$ cat config.mk
export PLATFORM = sky130hd
export DESIGN_NAME = mc_control_fsm
export DESIGN_NICKNAME = d
export VERILOG_FILES = /design/src/rtl/mc_pkg.sv /design/src/rtl/mc_inst_class.sv /design/src/rtl/mc_control_fsm.sv
export SDC_FILE = /design/constraint.sdc
export NUM_CORES = 1
export LEC_CHECK = 0
export CAP_MARGIN = 10
export CORE_MARGIN = 2
export CORE_UTILIZATION = 48
export CTS_BUF_LIST = sky130_fd_sc_hd__clkbuf_2 sky130_fd_sc_hd__clkbuf_4 sky130_fd_sc_hd__clkbuf_8
export DETAILED_ROUTE_END_ITERATION = 12
export PLACE_DENSITY_LB_ADDON = 0.05
export SETUP_SLACK_MARGIN = 0.15
export SYNTH_ARGS = -nofsm -noshare
export SYNTH_HDL_FRONTEND = slang
export SYNTH_HIERARCHICAL = 1
export SYNTH_SLANG_ARGS = --single-unit
$ cat constraint.sdc
create_clock -name CLK -period 2.09 [get_ports CLK]
set_clock_uncertainty 0.2 [all_clocks]
set_input_delay 0.418 -clock CLK [delete_from_list [all_inputs] [get_ports CLK]]
set_output_delay 0.418 -clock CLK [all_outputs]
set_load 0.02 [all_outputs]
$ cat src/rtl/mc_pkg.sv
// Shared encodings for the multi-cycle control sequencer: state codes, opcodes,
// select codes and the instruction-class bit positions.
package mc_pkg;

    localparam logic [2:0] S_IF   = 3'd0;
    localparam logic [2:0] S_ID   = 3'd1;
    localparam logic [2:0] S_EX   = 3'd2;
    localparam logic [2:0] S_MEM  = 3'd3;
    localparam logic [2:0] S_WB   = 3'd4;
    localparam logic [2:0] S_HALT = 3'd5;
    localparam logic [2:0] S_TRAP = 3'd6;

    localparam logic [6:0] OP_R     = 7'b0110011;
    localparam logic [6:0] OP_I     = 7'b0010011;
    localparam logic [6:0] OP_LUI   = 7'b0110111;
    localparam logic [6:0] OP_AUIPC = 7'b0010111;
    localparam logic [6:0] OP_LD    = 7'b0000011;
    localparam logic [6:0] OP_ST    = 7'b0100011;
    localparam logic [6:0] OP_BR    = 7'b1100011;
    localparam logic [6:0] OP_JAL   = 7'b1101111;
    localparam logic [6:0] OP_JALR  = 7'b1100111;

    localparam logic [1:0] PCS_SEQ  = 2'd0;
    localparam logic [1:0] PCS_JAL  = 2'd2;
    localparam logic [1:0] PCS_JALR = 2'd3;

    localparam logic [1:0] WBS_ALU  = 2'd0;
    localparam logic [1:0] WBS_MEM  = 2'd1;
    localparam logic [1:0] WBS_PC4  = 2'd2;

    localparam logic [1:0] ALU_ADD  = 2'd0;
    localparam logic [1:0] ALU_CMP  = 2'd1;
    localparam logic [1:0] ALU_FN   = 2'd2;
    localparam logic [1:0] ALU_LUI  = 2'd3;

    // Bit positions inside the one-hot class vector.
    typedef enum int unsigned {
        CL_ALU_R = 0, CL_ALU_I, CL_LUI, CL_AUIPC, CL_LD,
        CL_ST, CL_BR, CL_JAL, CL_JALR, CL_ILL, CL_NUM
    } cls_e;

    typedef logic [CL_NUM-1:0] cls_t;

endpackage

$ cat src/rtl/mc_inst_class.sv
// Combinational opcode classifier: OPCODE -> one-hot instruction class.
// Anything not in the supported set lands in the ILL bit.
module mc_inst_class
    import mc_pkg::*;
(
    input  logic [6:0] opcode_i,
    output cls_t       cls_o
);

    always_comb begin
        cls_o = '0;
        case (opcode_i)
            OP_R:     cls_o[CL_ALU_R] = 1'b1;
            OP_I:     cls_o[CL_ALU_I] = 1'b1;
            OP_LUI:   cls_o[CL_LUI]   = 1'b1;
            OP_AUIPC: cls_o[CL_AUIPC] = 1'b1;
            OP_LD:    cls_o[CL_LD]    = 1'b1;
            OP_ST:    cls_o[CL_ST]    = 1'b1;
            OP_BR:    cls_o[CL_BR]    = 1'b1;
            OP_JAL:   cls_o[CL_JAL]   = 1'b1;
            OP_JALR:  cls_o[CL_JALR]  = 1'b1;
            default:  cls_o[CL_ILL]   = 1'b1;
        endcase
    end

endmodule

$ cat src/rtl/mc_control_fsm.sv
// Multi-cycle IF/ID/EX/MEM/WB sequencer driving all datapath strobes and selects,
// with a bounded D-mem wait in MEM and absorbing HALT/TRAP states.
module mc_control_fsm
    import mc_pkg::*;
#(
    parameter int DACK_TIMEOUT = 15,
    parameter int CNT_W        = 4
) (
    input  logic       CLK,
    input  logic       RST,
    input  logic [6:0] OPCODE,
    input  logic [2:0] FUNCT3,
    input  logic       BR_TAKEN,
    input  logic       HALT_REQ,
    input  logic       D_ACK,
    output logic [2:0] STATE,
    output logic       IR_WE,
    output logic       PC_WE,
    output logic [1:0] PC_SEL,
    output logic       ALU_SRC1,
    output logic       ALU_SRC2,
    output logic [1:0] ALU_OP,
    output logic       D_REQ,
    output logic       D_WE,
    output logic       RF_WE,
    output logic [1:0] WB_SEL,
    output logic       INST_DONE,
    output logic       HALTED,
    output logic       ERR
);

    localparam logic [CNT_W-1:0] CNT_LAST = CNT_W'(DACK_TIMEOUT - 1);

    logic [2:0]       state_q, state_d;
    cls_t             cls_q, cls_d, cls_id;
    logic [CNT_W-1:0] cnt_q, cnt_d;
    logic             halted_q, err_q;

    mc_inst_class u_cls (
        .opcode_i (OPCODE),
        .cls_o    (cls_id)
    );

    // FUNCT3 only matters for byte-lane selection, which lives outside this block.
    logic unused_ok;
    assign unused_ok = ^{FUNCT3, cls_q[CL_ILL]};

    always_comb begin
        state_d = state_q;
        cls_d   = cls_q;
        cnt_d   = cnt_q;
        case (state_q)
            S_IF:  state_d = S_ID;
            S_ID: begin
                cls_d = cls_id;
                if (HALT_REQ)            state_d = S_HALT;
                else if (cls_id[CL_ILL]) state_d = S_TRAP;
                else                     state_d = S_EX;
            end
            S_EX: begin
                if (cls_q[CL_BR])                     state_d = S_IF;
                else if (cls_q[CL_LD] || cls_q[CL_ST]) state_d = S_MEM;
                else                                  state_d = S_WB;
            end
            S_MEM: begin
                // An ACK arriving on the final allowed cycle still completes.
                if (D_ACK) begin
                    cnt_d   = '0;
                    state_d = cls_q[CL_ST] ? S_IF : S_WB;
                end else if (cnt_q == CNT_LAST) begin
                    cnt_d   = '0;
                    state_d = S_TRAP;
                end else begin
                    cnt_d   = cnt_q + CNT_W'(1);
                end
            end
            S_WB:   state_d = S_IF;
            S_HALT: state_d = S_HALT;
            S_TRAP: state_d = S_TRAP;
            default: state_d = S_TRAP;
        endcase
    end

    always_ff @(posedge CLK) begin
        if (RST) begin
            state_q  <= S_IF;
            cls_q    <= '0;
            cnt_q    <= '0;
            halted_q <= 1'b0;
            err_q    <= 1'b0;
        end else begin
            state_q  <= state_d;
            cls_q    <= cls_d;
            cnt_q    <= cnt_d;
            halted_q <= halted_q | (state_d == S_HALT);
            err_q    <= err_q | (state_d == S_TRAP);
        end
    end

    logic ex_like;
    assign ex_like = (state_q == S_EX) || (state_q == S_MEM) || (state_q == S_WB);

    always_comb begin
        STATE     = state_q;
        IR_WE     = 1'b0;
        PC_WE     = 1'b0;
        PC_SEL    = PCS_SEQ;
        ALU_SRC1  = 1'b0;
        ALU_SRC2  = 1'b0;
        ALU_OP    = ALU_ADD;
        D_REQ     = 1'b0;
        D_WE      = 1'b0;
        RF_WE     = 1'b0;
        WB_SEL    = WBS_ALU;
        INST_DONE = 1'b0;
        HALTED    = 1'b0;
        ERR       = 1'b0;
        // Reset suppresses every strobe, including a store completing in MEM.
        if (!RST) begin
            HALTED = halted_q;
            ERR    = err_q;
            if (ex_like) begin
                ALU_SRC1 = cls_q[CL_AUIPC] | cls_q[CL_JAL];
                ALU_SRC2 = cls_q[CL_ALU_I] | cls_q[CL_AUIPC] | cls_q[CL_LD] |
                           cls_q[CL_ST] | cls_q[CL_JAL] | cls_q[CL_JALR];
                if (cls_q[CL_BR])                          ALU_OP = ALU_CMP;
                else if (cls_q[CL_ALU_R] || cls_q[CL_ALU_I]) ALU_OP = ALU_FN;
                else if (cls_q[CL_LUI])                    ALU_OP = ALU_LUI;
                else                                       ALU_OP = ALU_ADD;
            end
            case (state_q)
                S_IF: IR_WE = 1'b1;
                S_EX: begin
                    if (cls_q[CL_BR]) begin
                        PC_WE     = 1'b1;
                        INST_DONE = 1'b1;
                        PC_SEL    = {1'b0, BR_TAKEN};
                    end
                end
                S_MEM: begin
                    D_REQ = 1'b1;
                    D_WE  = cls_q[CL_ST];
                    if (D_ACK && cls_q[CL_ST]) begin
                        PC_WE     = 1'b1;
                        INST_DONE = 1'b1;
                    end
                end
                S_WB: begin
                    RF_WE     = 1'b1;
                    PC_WE     = 1'b1;
                    INST_DONE = 1'b1;
                    if (cls_q[CL_LD])                        WB_SEL = WBS_MEM;
                    else if (cls_q[CL_JAL] || cls_q[CL_JALR]) WB_SEL = WBS_PC4;
                    if (cls_q[CL_JAL])       PC_SEL = PCS_JAL;
                    else if (cls_q[CL_JALR]) PC_SEL = PCS_JALR;
                end
                default: ;
            endcase
        end
    end

endmodule
==> impl_results.md <==
- P_leak: 0.759 nW
- Post-DR wirelength/cell: 17.4 um
- PwrDens: 478 nW/um2
- Remaining routing DRC violations: 0
- #FFs+latches synth: 18
- Drt pass-1 iters: 4
- RSZ-0062 raised after global routing: true
- M1 WL: 1.57 mm
- Failing checks: negative setup slack
- CP Cell Sequence: nor3_4 > and2_4 > o21a_4 > nor2b_4 > buf_6
- Warnings, synthesis: 6
- Critical path class: reg -> out
- Worst-case vdd ir drop: 328 uV
- Synth Area in XOR/XNOR: 0
- Largest cells by area after synthesis: dfxtp_1 (33%), nand2_1 (8.6%), nor2_1 (7.9%)
- Setup slack after layout: -0.0479 ns
- Dominant cell type by area after synthesis: dfxtp_1
- Vias in the first global route: 1251
- Commonest cells post-synth: nand2_1 (25), nor2_1 (23), dfxtp_1 (18)
- Sequential share of the synthesized area: 0.329
- Critical path data required time: 1.47 ns
- Remaining antenna violation count after routing: 0
- Worst-Skew Late Latency: 0.31 ns
- Met3 routed WL: 379 um
- Multi-input logic area: 833 um2
- Sequential Power Share: 0.418
- Mapped Cells: 152
- First-pass GRT wire length: 5.91 mm
- Iter 0 DRT Violations: 55
- Highest metal layer with signal wires: met4
- DP Wirelength: 2.42 mm
- Number of nets in the layout: 231
- Routed WL: 4.20 mm
- GRT Total Usage: 0.297
- Die height: 51.8 um
- Final setup TNS: -0.0943 ns
- Total core area: 2190 um2
- Synthesized Nets: 169
- Ys flop type: dfxtp_1
- Setup WS pre-CTS: -0.657 ns
- Largest net degree at the start of global routing: 13
- Die width: 51.8 um
- Compound-cell area share of the yosys netlist: 0.177
- Initial Util: 0.500
- Count leader, synth: nand2_1
- I/O pin count: 34
- Final min period: 2.14 ns
- Maxcap violations: 0
- Post-Syn Area per Cell: 7.21 um2
- Final Max Slew Viols: 0
- Hold Fails Final Rpt: 0
- Worst-path clk slew: 0.12 ns
- Synth top area share: 0.329
- Slew Limit Headroom: 0.742
- Final cell count without fillers: 241
- Dpl cells: 231
- Netlist cell types: 38
- FFs w/ async S/R, synth: 0
- CP endpoint kind: output pin
- Crit-path max cell delay: 0.40 ns
- Worst-Margin Slew: 0.387 ns
- CTS Sinks: 18
- Worst EP arrival: 1.52 ns
- Status: finished with violations
- PortBufs: 30
- Mux contribution to synthesized area: 0
- Setup crit start kind: flop
- Vias: 1406
- Combinational share of power: 0.327
- Clock power share: 0.255
- Post-Synth Simple-Gate Area: 0.419
- EDFF count, synth: 0
- Via density: 5.83
- Share of cells above drive strength 1: 0.408
- Final Power: 0.904 mW
- CTS buffer count: 3
- CP max-delay cell: dfxtp_4
- Max FO, Critical Path: 4
- Clk buf depth: 2
- Net Sw Frac: 0.328
- Clock root cell: clkbuf_4
- Row cnt: 17
- Int Pwr: 0.607 mW
- Adder-cell share of the synthesized area: 0.0228
- Overflow after GRT: 0
- Placer Congestion: 0.822
- Final worst path period share: 1.02
- # H-tree levels: 1
- Final setup violation count: 4
- Worst hold path type: reg -> reg
- Filler cells: 123
- Area delta synth->final: 72.5%
- Antenna cells: 0
- Initial antenna violation count: 0
- Register area: 372 um2
- Sw power: 0.296 mW
- Achievable Freq: 468 MHz
- Met2 Wirelength: 2.11 mm
- TritonCTS clock tree: done
- Post-Syn Area: 1100 um2
- Die area: 2680 um2
- Largest family of logic cells by synthesized area: simple AND/OR/NAND/NOR gates
- Hold slack: 0.296 ns
-- layout by cell type (no fill, tap or decap), types with 3 or more instances in the layout --
cell,Yosys,layout
a21oi_1,15,14
buf_4,1,36
buf_6,0,10
clkbuf_4,0,3
clkdlybuf4s50_1,0,8
dfxtp_1,18,15
dfxtp_4,0,3
dlygate4sd2_1,0,5
inv_1,6,6
nand2_1,25,23
nand3b_1,3,3
nor2_1,23,19
nor2b_1,7,5
nor3_1,8,5
nor4_2,1,3
-- metal layers --
metal,vias up,global-route usage
li1,648,-
met1,639,0.364
met2,101,0.530
met3,18,0.0489
met4,0,0.0921
met5,-,0
-- cells by family after synthesis --
logic type	count (synthesis)
compound gates	31
flops	18
fa+ha+maj	2
simple gates	87
buf+inv	14
-- power groups by stage --
| stage | sequential (mW) | combinational, mW | clock, mW |
|---|---|---|---|
| after floorplan | 0.379 | 0.119 | 0 |
| after global placement | 0.374 | 0.239 | 0 |
| after detailed placement | 0.375 | 0.246 | 0 |
| after CTS | 0.370 | 0.266 | 0.229 |
| after global routing | 0.378 | 0.311 | 0.242 |
| final | 0.377 | 0.296 | 0.231 |
-- worst max-delay path: cells and delay by family (launching register included) --
kind	cells	cell delay, ns
AND/OR/NAND/NOR	3	0.58
flip-flops	1	0.40
AO/OA/AOI/OAI	1	0.12
buffers and inverters	1	0.12
-- state kept, by name, indices dropped and copies added, names as in the netlist --
register,cells
cls_q,9
err_q,1
STATE,3
cnt_q,4
halted_q,1
-- through the flow --
stage                     utilization  area [um2]
after floorplan                     -        1160
after global placement          0.769        1690
after detailed placement        0.769        1690
after CTS                       0.825        1810
after global routing            0.863        1890
final                           0.863        1890
-- area by class of cell --
type / count / share of cell area
multi-input combinational: 120 / 0.441
sequential: 18 / 0.197
timing repair buffer: 65 / 0.313
tap: 28 / 0.0185
inverter: 6 / 0.0119
clock buffer: 4 / 0.0192
-- repair_timing --
item                       CTS  global route
cloned                       1             0
gates resized for setup     96            22
buffers inserted             4             1
setup endpoints to repair   22            19
pin swaps                    8             8
hold buffers                 0             0
-- final timing paths --
kind | endpoint | slack, ns | cells after the start | from
setup / recovery | WB_SEL[1] | -0.05 | 5 | STATE[0]$_SDFF_PP0_
hold / removal | cls_q[3]$_SDFFE_PP0N_ | 0.30 | 2 | cls_q[3]$_SDFFE_PP0N_
setup reg to reg | err_q$_SDFF_PP0_ | 0.01 | 5 | STATE[1]$_SDFF_PP0_
hold reg to reg | cls_q[3]$_SDFFE_PP0N_ | 0.30 | 2 | cls_q[3]$_SDFFE_PP0N_
Power figures use the tool's default switching activity.
